===== config.mk =====
export PLATFORM = sky130hd
export DESIGN_NAME = pipelined_barrel_shifter
export DESIGN_NICKNAME = d
export VERILOG_FILES = /design/src/rtl/pipelined_barrel_shifter.sv
export SDC_FILE = /design/constraint.sdc
export NUM_CORES = 1
export LEC_CHECK = 0
export ABC_AREA = 0
export CORE_MARGIN = 2
export CORE_UTILIZATION = 30
export DETAILED_ROUTE_END_ITERATION = 8
export GPL_ROUTABILITY_DRIVEN = 0
export GPL_TIMING_DRIVEN = 0
export RECOVER_POWER = 100
export SYNTH_ARGS = -nofsm -noshare
export SYNTH_HDL_FRONTEND = slang
export SYNTH_SLANG_ARGS = --single-unit

===== constraint.sdc =====
create_clock -name clk -period 3.51 [get_ports clk]
set_input_delay 0.351 -clock clk [delete_from_list [all_inputs] [get_ports clk]]
set_output_delay 0.351 -clock clk [all_outputs]
set_load 0.02 [all_outputs]

===== src/rtl/pipelined_barrel_shifter.sv =====
// Pipelined barrel shifter: SLL/SRL/SRA/ROL/ROR with carry-out, zero flag,
// illegal-mode flag and a sideband tag, behind a valid/ready handshake.
//
// Ports:
//   clk, reset                 rising-edge clock, synchronous active-high reset
//   in_valid/in_ready          input handshake
//   in_data, in_sha, in_mode   operand, shift amount, operation select
//   in_tag                     opaque tag travelling with the operation
//   out_valid/out_ready        output handshake
//   out_data, out_carry        result and last bit shifted out
//   out_zero, out_illegal      result-is-zero flag, illegal-mode flag
//   out_tag                    tag of the presented result
module pipelined_barrel_shifter #(
    parameter int WIDTH       = 32,
    parameter int PIPE_STAGES = 2,
    parameter int TAG_W       = 4
) (
    input  logic                     clk,
    input  logic                     reset,
    input  logic                     in_valid,
    output logic                     in_ready,
    input  logic [WIDTH-1:0]         in_data,
    input  logic [$clog2(WIDTH)-1:0] in_sha,
    input  logic [2:0]               in_mode,
    input  logic [TAG_W-1:0]         in_tag,
    output logic                     out_valid,
    input  logic                     out_ready,
    output logic [WIDTH-1:0]         out_data,
    output logic                     out_carry,
    output logic                     out_zero,
    output logic                     out_illegal,
    output logic [TAG_W-1:0]         out_tag
);

    localparam int SW    = $clog2(WIDTH);
    localparam int LAST  = PIPE_STAGES - 1;
    localparam int BASE  = SW / PIPE_STAGES;
    localparam int EXTRA = SW % PIPE_STAGES;

    localparam logic [2:0] M_SLL = 3'b000;
    localparam logic [2:0] M_SRL = 3'b001;
    localparam logic [2:0] M_SRA = 3'b010;
    localparam logic [2:0] M_ROL = 3'b011;
    localparam logic [2:0] M_ROR = 3'b100;

    // First mux level handled by stage k; earlier stages take the extra level.
    function automatic int lvl_lo(input int k);
        return k * BASE + ((k < EXTRA) ? k : EXTRA);
    endfunction

    function automatic logic [WIDTH-1:0] bit_rev(input logic [WIDTH-1:0] d);
        logic [WIDTH-1:0] r;
        r = '0;
        for (int i = 0; i < WIDTH; i++) begin
            r[WIDTH-1-i] = d[i];
        end
        return r;
    endfunction

    // Apply mux levels [lo, hi) of a right shift/rotate.
    // Bits leaving the top are replaced by the fill bit unless rotating.
    function automatic logic [WIDTH-1:0] shr_levels(
        input logic [WIDTH-1:0] d,
        input logic [SW-1:0]    sha,
        input logic             rot,
        input logic             fill,
        input int               lo,
        input int               hi
    );
        logic [WIDTH-1:0] r;
        logic [WIDTH-1:0] t;
        int               idx;
        logic             wrap;
        r = d;
        t = d;
        for (int l = 0; l < SW; l++) begin
            if (l >= lo && l < hi && sha[l]) begin
                for (int i = 0; i < WIDTH; i++) begin
                    idx  = (i + (1 << l)) % WIDTH;
                    wrap = (i + (1 << l)) >= WIDTH;
                    t[i] = (wrap && !rot) ? fill : r[idx];
                end
                r = t;
            end
        end
        return r;
    endfunction

    // Operation decode. Left operations are done as right operations on
    // the bit-reversed operand, reversed back in the last stage.
    logic             pre_ill;
    logic             pre_left;
    logic             pre_rot;
    logic             pre_fill;
    logic [SW-1:0]    pre_sha;
    logic [WIDTH-1:0] pre_dat;
    logic             pre_cy;

    always_comb begin
        pre_ill  = 1'b0;
        pre_left = 1'b0;
        pre_rot  = 1'b0;
        pre_fill = 1'b0;
        unique case (1'b1)
            in_mode == M_SLL: pre_left = 1'b1;
            in_mode == M_SRL: pre_left = 1'b0;
            in_mode == M_SRA: pre_fill = in_data[WIDTH-1];
            in_mode == M_ROL: begin
                pre_left = 1'b1;
                pre_rot  = 1'b1;
            end
            in_mode == M_ROR: pre_rot = 1'b1;
            default:          pre_ill = 1'b1;
        endcase
        // Illegal modes pass the operand through unshifted.
        pre_sha = pre_ill ? '0 : in_sha;
        pre_dat = pre_left ? bit_rev(in_data) : in_data;
        // In reversed form the last bit out is always bit s-1.
        pre_cy  = (pre_sha != '0) & pre_dat[pre_sha - SW'(1)];
    end

    // Stage registers.
    logic [PIPE_STAGES-1:0] v;
    logic [WIDTH-1:0]       dat_q  [PIPE_STAGES];
    logic [SW-1:0]          sha_q  [PIPE_STAGES];
    logic                   left_q [PIPE_STAGES];
    logic                   rot_q  [PIPE_STAGES];
    logic                   fill_q [PIPE_STAGES];
    logic                   ill_q  [PIPE_STAGES];
    logic                   cy_q   [PIPE_STAGES];
    logic [TAG_W-1:0]       tag_q  [PIPE_STAGES];
    logic                   zero_q;

    // Values presented to each stage's register input.
    logic [PIPE_STAGES-1:0] ld;
    logic                   src_v    [PIPE_STAGES];
    logic [WIDTH-1:0]       src_dat  [PIPE_STAGES];
    logic [SW-1:0]          src_sha  [PIPE_STAGES];
    logic                   src_left [PIPE_STAGES];
    logic                   src_rot  [PIPE_STAGES];
    logic                   src_fill [PIPE_STAGES];
    logic                   src_ill  [PIPE_STAGES];
    logic                   src_cy   [PIPE_STAGES];
    logic [TAG_W-1:0]       src_tag  [PIPE_STAGES];
    logic [WIDTH-1:0]       dat_d    [PIPE_STAGES];
    logic                   zero_d;

    // Stage k loads unless it and every later stage are full while the
    // consumer stalls; written flat to avoid a combinational chain on ld.
    always_comb begin
        logic full;
        ld = '0;
        for (int k = 0; k < PIPE_STAGES; k++) begin
            full = 1'b1;
            for (int j = k; j < PIPE_STAGES; j++) begin
                full = full & v[j];
            end
            ld[k] = out_ready | ~full;
        end
    end

    always_comb begin
        src_v[0]    = in_valid;
        src_dat[0]  = pre_dat;
        src_sha[0]  = pre_sha;
        src_left[0] = pre_left;
        src_rot[0]  = pre_rot;
        src_fill[0] = pre_fill;
        src_ill[0]  = pre_ill;
        src_cy[0]   = pre_cy;
        src_tag[0]  = in_tag;
        for (int k = 1; k < PIPE_STAGES; k++) begin
            src_v[k]    = v[k-1];
            src_dat[k]  = dat_q[k-1];
            src_sha[k]  = sha_q[k-1];
            src_left[k] = left_q[k-1];
            src_rot[k]  = rot_q[k-1];
            src_fill[k] = fill_q[k-1];
            src_ill[k]  = ill_q[k-1];
            src_cy[k]   = cy_q[k-1];
            src_tag[k]  = tag_q[k-1];
        end
    end

    always_comb begin
        logic [WIDTH-1:0] nd;
        for (int k = 0; k < PIPE_STAGES; k++) begin
            nd = shr_levels(src_dat[k], src_sha[k], src_rot[k],
                            src_fill[k], lvl_lo(k), lvl_lo(k + 1));
            if (k == LAST && src_left[k]) begin
                nd = bit_rev(nd);
            end
            dat_d[k] = nd;
        end
        zero_d = (dat_d[LAST] == '0);
    end

    always_ff @(posedge clk) begin
        if (reset) begin
            v      <= '0;
            zero_q <= 1'b0;
            for (int k = 0; k < PIPE_STAGES; k++) begin
                dat_q[k]  <= '0;
                sha_q[k]  <= '0;
                left_q[k] <= 1'b0;
                rot_q[k]  <= 1'b0;
                fill_q[k] <= 1'b0;
                ill_q[k]  <= 1'b0;
                cy_q[k]   <= 1'b0;
                tag_q[k]  <= '0;
            end
        end else begin
            for (int k = 0; k < PIPE_STAGES; k++) begin
                if (ld[k]) begin
                    v[k]      <= src_v[k];
                    dat_q[k]  <= dat_d[k];
                    sha_q[k]  <= src_sha[k];
                    left_q[k] <= src_left[k];
                    rot_q[k]  <= src_rot[k];
                    fill_q[k] <= src_fill[k];
                    ill_q[k]  <= src_ill[k];
                    cy_q[k]   <= src_cy[k];
                    tag_q[k]  <= src_tag[k];
                end
            end
            if (ld[LAST]) begin
                zero_q <= zero_d;
            end
        end
    end

    assign in_ready    = ld[0];
    assign out_valid   = v[LAST];
    assign out_data    = dat_q[LAST];
    assign out_carry   = cy_q[LAST];
    assign out_zero    = zero_q;
    assign out_illegal = ill_q[LAST];
    assign out_tag     = tag_q[LAST];

endmodule


==> impl.org <==
** Routing
- Average wire per standard cell :: 18.0 um
- First-pass iteration count of the detailed router :: 5
- After detailed routing, the number of remaining DRC violations is 0.
- DRT antenna net count :: 0
- Number of violations reported at the end of detailed-routing iteration 0 :: 394
- Via count normalized by instance count :: between 5 and 6
- Across all layers, the routed design uses 6798 vias.
- The routed design has around 23 mm of wire.

** Yosys
- By area the synthesized netlist is led by sky130_fd_sc_hd__edfxtp_1 33%, sky130_fd_sc_hd__mux2i_1 8.6%, sky130_fd_sc_hd__nor2_1 5.5%.
- Net count after synthesis :: 890
- For this run, the number of Yosys warnings is 0.
- Cell area after technology mapping :: between 7000 and 8000 sq um
- Synth top cells by count :: 108 x sky130_fd_sc_hd__nor2_1, 81 x sky130_fd_sc_hd__edfxtp_1, 76 x sky130_fd_sc_hd__a21oi_1
- Counting flops with an async set or reset pin after synthesis yields a share of 0.
- Counting flops with a built-in enable in the synthesized netlist gives 81.
- In the synthesized netlist, the number of instances is 841.
- Primary flip-flop cell chosen by synthesis mapping :: sky130_fd_sc_hd__edfxtp_1
- Share of the synthesized area in the top cell type :: 0.333
- Syn avg cell area :: 8.69 sq um
- Number of register bits inferred by synthesis :: 84
- Counting distinct cell types in the post-synthesis netlist gives between 60 and 70.
- Yosys instantiated no cell more often than sky130_fd_sc_hd__nor2_1.
- Top cell type by total area after synthesis :: sky130_fd_sc_hd__edfxtp_1
- The share of the Yosys chip area taken by registers is 0.341.

** Global route
- The via count of the first global-routing pass came to approximately 6.4k.
- In the global route stage, met2 resource usage came out at 0.294.
- The first global-routing pass estimated around 35 mm of wire.
- Summed over all layers, the global routing overflow is 0.
- Gr busiest metal :: met2
- M1 GR Usage :: 0.221
- Largest net degree at the start of global routing :: 44
- Global router's overall resource usage :: 0.173
- Initial antenna violation count :: 0
- GRT met3 Usage :: 0.0286

** Setup path
- STA classifies the critical path endpoint as a register.
- In this run the worst path has a maximum fanout of 10.
- Worst Setup SP :: in_mode[1]
- Critical setup path kind :: input port to register
- STA classifies the critical path startpoint as an input port.
- End of the worst register-to-register path :: out_zero$_SDFFE_PP0N_
- Measured in cells, the most critical reg-to-reg path has a length of 9.
- At the worst endpoint, the arrival time is 3.51 ns.
- The worst register-to-register path begins at sha_q[0][3]$_SDFFCE_PN0P_.
- In this run the register-to-register setup slack is 0.67 ns.
- Data on the critical path is required at its endpoint by roughly 3.7 ns.
- The critical path ends at cy_q[0][0]$_SDFFCE_PN0P_.

** STA
- Headroom to the max-slew limit came out at -0.160.
- Maximum clock frequency :: 303 MHz
- Final-report max-slew violation count :: 84
- Crit path setup slack, layout :: 0.212 ns
- Fin crit period :: approximately 3.3 ns
- # setup viols final :: 0
- Share of the clock period used by the worst path after layout :: 0.940
- Worst clock skew :: ~0.0079 ns
- Hold Violations, Final :: 0
- Setup repair after global routing missed its margin :: no
- Transition time of the tightest slew-check pin :: 1.74 ns

** Flow run
- Reported max-cap violation count :: 2

** Cells and area
- The count of cells in the finished layout, fillers not included, comes to 1265.
- In the final design database the tool counted 985 nets.
- Antenna diode count :: 0
- Compared with the post-synthesis result, the final layout area differs by 22.1%.
- Of the cells placed in the final design, the portion with a size suffix greater than 1 is 0.126.

** Clock network
- CTS H-Tree Depth :: 3
- Postcts setup bufs :: 0
- Num CTS Buffers :: 9
- Clock tree synthesis selected as its root buffer the cell sky130_fd_sc_hd__clkbuf_16.
- TritonCTS clock tree :: built
- The clock drives 84 sinks.
- Clock latency on the worst-skew pair, taken at its later pin, is ~0.35 ns.
- After clock tree synthesis, the clock-pin slew on the worst setup and hold paths is 0.07 ns.
- Hold_buf cts :: 0
- Longest Clk Path Bufs :: 2

** Floorplan
- For this configuration, the core starts out at a cell density of 0.303.
- Overall die width :: 160 um
- Height of the die :: 160 um
- In this run the core area contains 57 standard-cell rows.
- The core region is 24100 sq um.
- Overall die area :: 25600 sq um
- Ports :: 89

** Power and ir drop
- Power density normalized to cell area :: 392 nW/um^2
- Power comes to 0.00350 W.
- The analysis attributes to cell leakage a power of between 3 and 4 nW.
- Peak supply drop :: 193 uV

** Placement
- Placement Setup Slack :: -0.624 ns
- Detailed placer's ending HPWL :: 18.1 mm
- Port buffering added 86 buffers.
- The number of placed instances, taps included, is 1251.

** Hold path
- Type of the tightest min-delay check :: register to register

** Outcome
- Result of the run :: finished with violations
- The checks that failed: max-capacitance violations, max-slew violations.
==> layout by cell type, fill, tap and decap left out, drive strengths merged, types with 3 or more instances in the layout <==
cell type	n
nor2	109
edfxtp	81
a21oi	76
mux2i	63
buf	63
nand2	62
a211oi	47
clkbuf	47
nor3	44
clkdlybuf4s50	44
dlygate4sd3	42
o21ai	37
inv	20
mux4	17
and3	17
a21o	15
and2	15
nand2b	14
mux2	12
o31a	9
a221oi	9
nor2b	8
nand3	8
a31oi	7
nand4	7
xnor2	5
clkinv	4
o211ai	4
nor4	4
o21a	3
o32ai	3
or3	3
o22ai	3
dfxtp	3
==> registers in the layout, summed over array words and instances (netlist names) <==
| register | count |
|---|---|
| tag_q | 8 |
| v | 2 |
| cy_q | 2 |
| dat_q | 64 |
| ill_q | 2 |
| sha_q | 2 |
| left_q | 1 |
| out_zero | 1 |
| rot_q | 1 |
| fill_q | 1 |
==> cell families (layout without fill, tap and decap cells) <==
family | Yosys count | in the layout | share of synthesized area
compound gates | 232 | 232 | 0.205
fa+ha+maj | 1 | 1 | 0.00171
buf+inv | 123 | 223 | 0.0902
xor+xnor | 6 | 6 | 0.00924
simple gates | 303 | 303 | 0.196
mux | 92 | 92 | 0.157
flops | 84 | 84 | 0.341
==> metal layers <==
metal | part of all wire | up-vias
met5 | 0 | -
met4 | 0.034 | 0
met3 | 0.064 | 50
met2 | 0.47 | 289
met1 | 0.43 | 3170
li1 | - | 3289
==> worst min-delay path by stage <==
stage	slack [ns]	cells past startpoint	startpoint	endpoint
after floorplan	0.42	1	reset	v[0]$_SDFFE_PP0N_
after global placement	0.48	2	out_zero$_SDFFE_PP0N_	out_zero$_SDFFE_PP0N_
after detailed placement	0.49	2	out_zero$_SDFFE_PP0N_	out_zero$_SDFFE_PP0N_
after CTS	0.50	2	out_zero$_SDFFE_PP0N_	out_zero$_SDFFE_PP0N_
after global routing	0.52	2	out_zero$_SDFFE_PP0N_	out_zero$_SDFFE_PP0N_
final	0.50	2	out_zero$_SDFFE_PP0N_	out_zero$_SDFFE_PP0N_
==> critical path: stages <==
cell and delay, ns:
sky130_fd_sc_hd__clkdlybuf4s50_1 0.53, sky130_fd_sc_hd__o21ai_4 0.26, sky130_fd_sc_hd__clkbuf_4 0.24, sky130_fd_sc_hd__and2_1 0.19, sky130_fd_sc_hd__clkinv_1 0.15, sky130_fd_sc_hd__clkbuf_2 0.23, sky130_fd_sc_hd__ha_2 0.47, sky130_fd_sc_hd__inv_1 0.11
sky130_fd_sc_hd__or4_1 0.56, sky130_fd_sc_hd__a311o_1 0.33, sky130_fd_sc_hd__nand4_1 0.10
==> cell type report <==
| cell class | count | area (sq um) |
|---|---|---|
| Fill cell | 2549 | 15200 |
| Multi-Input combinational cell | 634 | 4190 |
| Sequential cell | 84 | 2490 |
| Timing Repair Buffer | 86 | 861 |
| Buffer | 101 | 581 |
| Tap cell | 324 | 405 |
| Clock buffer | 9 | 225 |
| Clock inverter | 7 | 103 |
| Inverter | 20 | 75.1 |
==> report_power, final <==
group	internal, W	leakage, nW	switching (W)	total, W
clock	0.000633	0.157	0.000412	0.00105
sequential	0.00122	0.969	0.0000661	0.00129
combinational	0.000492	2.41	0.000671	0.00116
total	0.00235	3.53	0.00115	0.00350
==> metrics by stage <==
step                      hold slack (ns)   util  setup TNS, ns  area, sq um
final                               0.497  0.370              0         8930
after global routing                0.523  0.370              0         8930
after CTS                           0.499  0.370              0         8920
after detailed placement            0.489  0.356         -0.659         8580
after global placement              0.478  0.356         -0.704         8580
after floorplan                     0.423      -              0         7310
==> timing repair <==
| action | 4_1_cts | 5_1_grt |
|---|---|---|
| resized for setup | 4 | 5 |
| endpoints found under the setup margin | 1 | 1 |
| pin swaps | 0 | 1 |
Note: power is estimated with default switching activity, not from simulation.
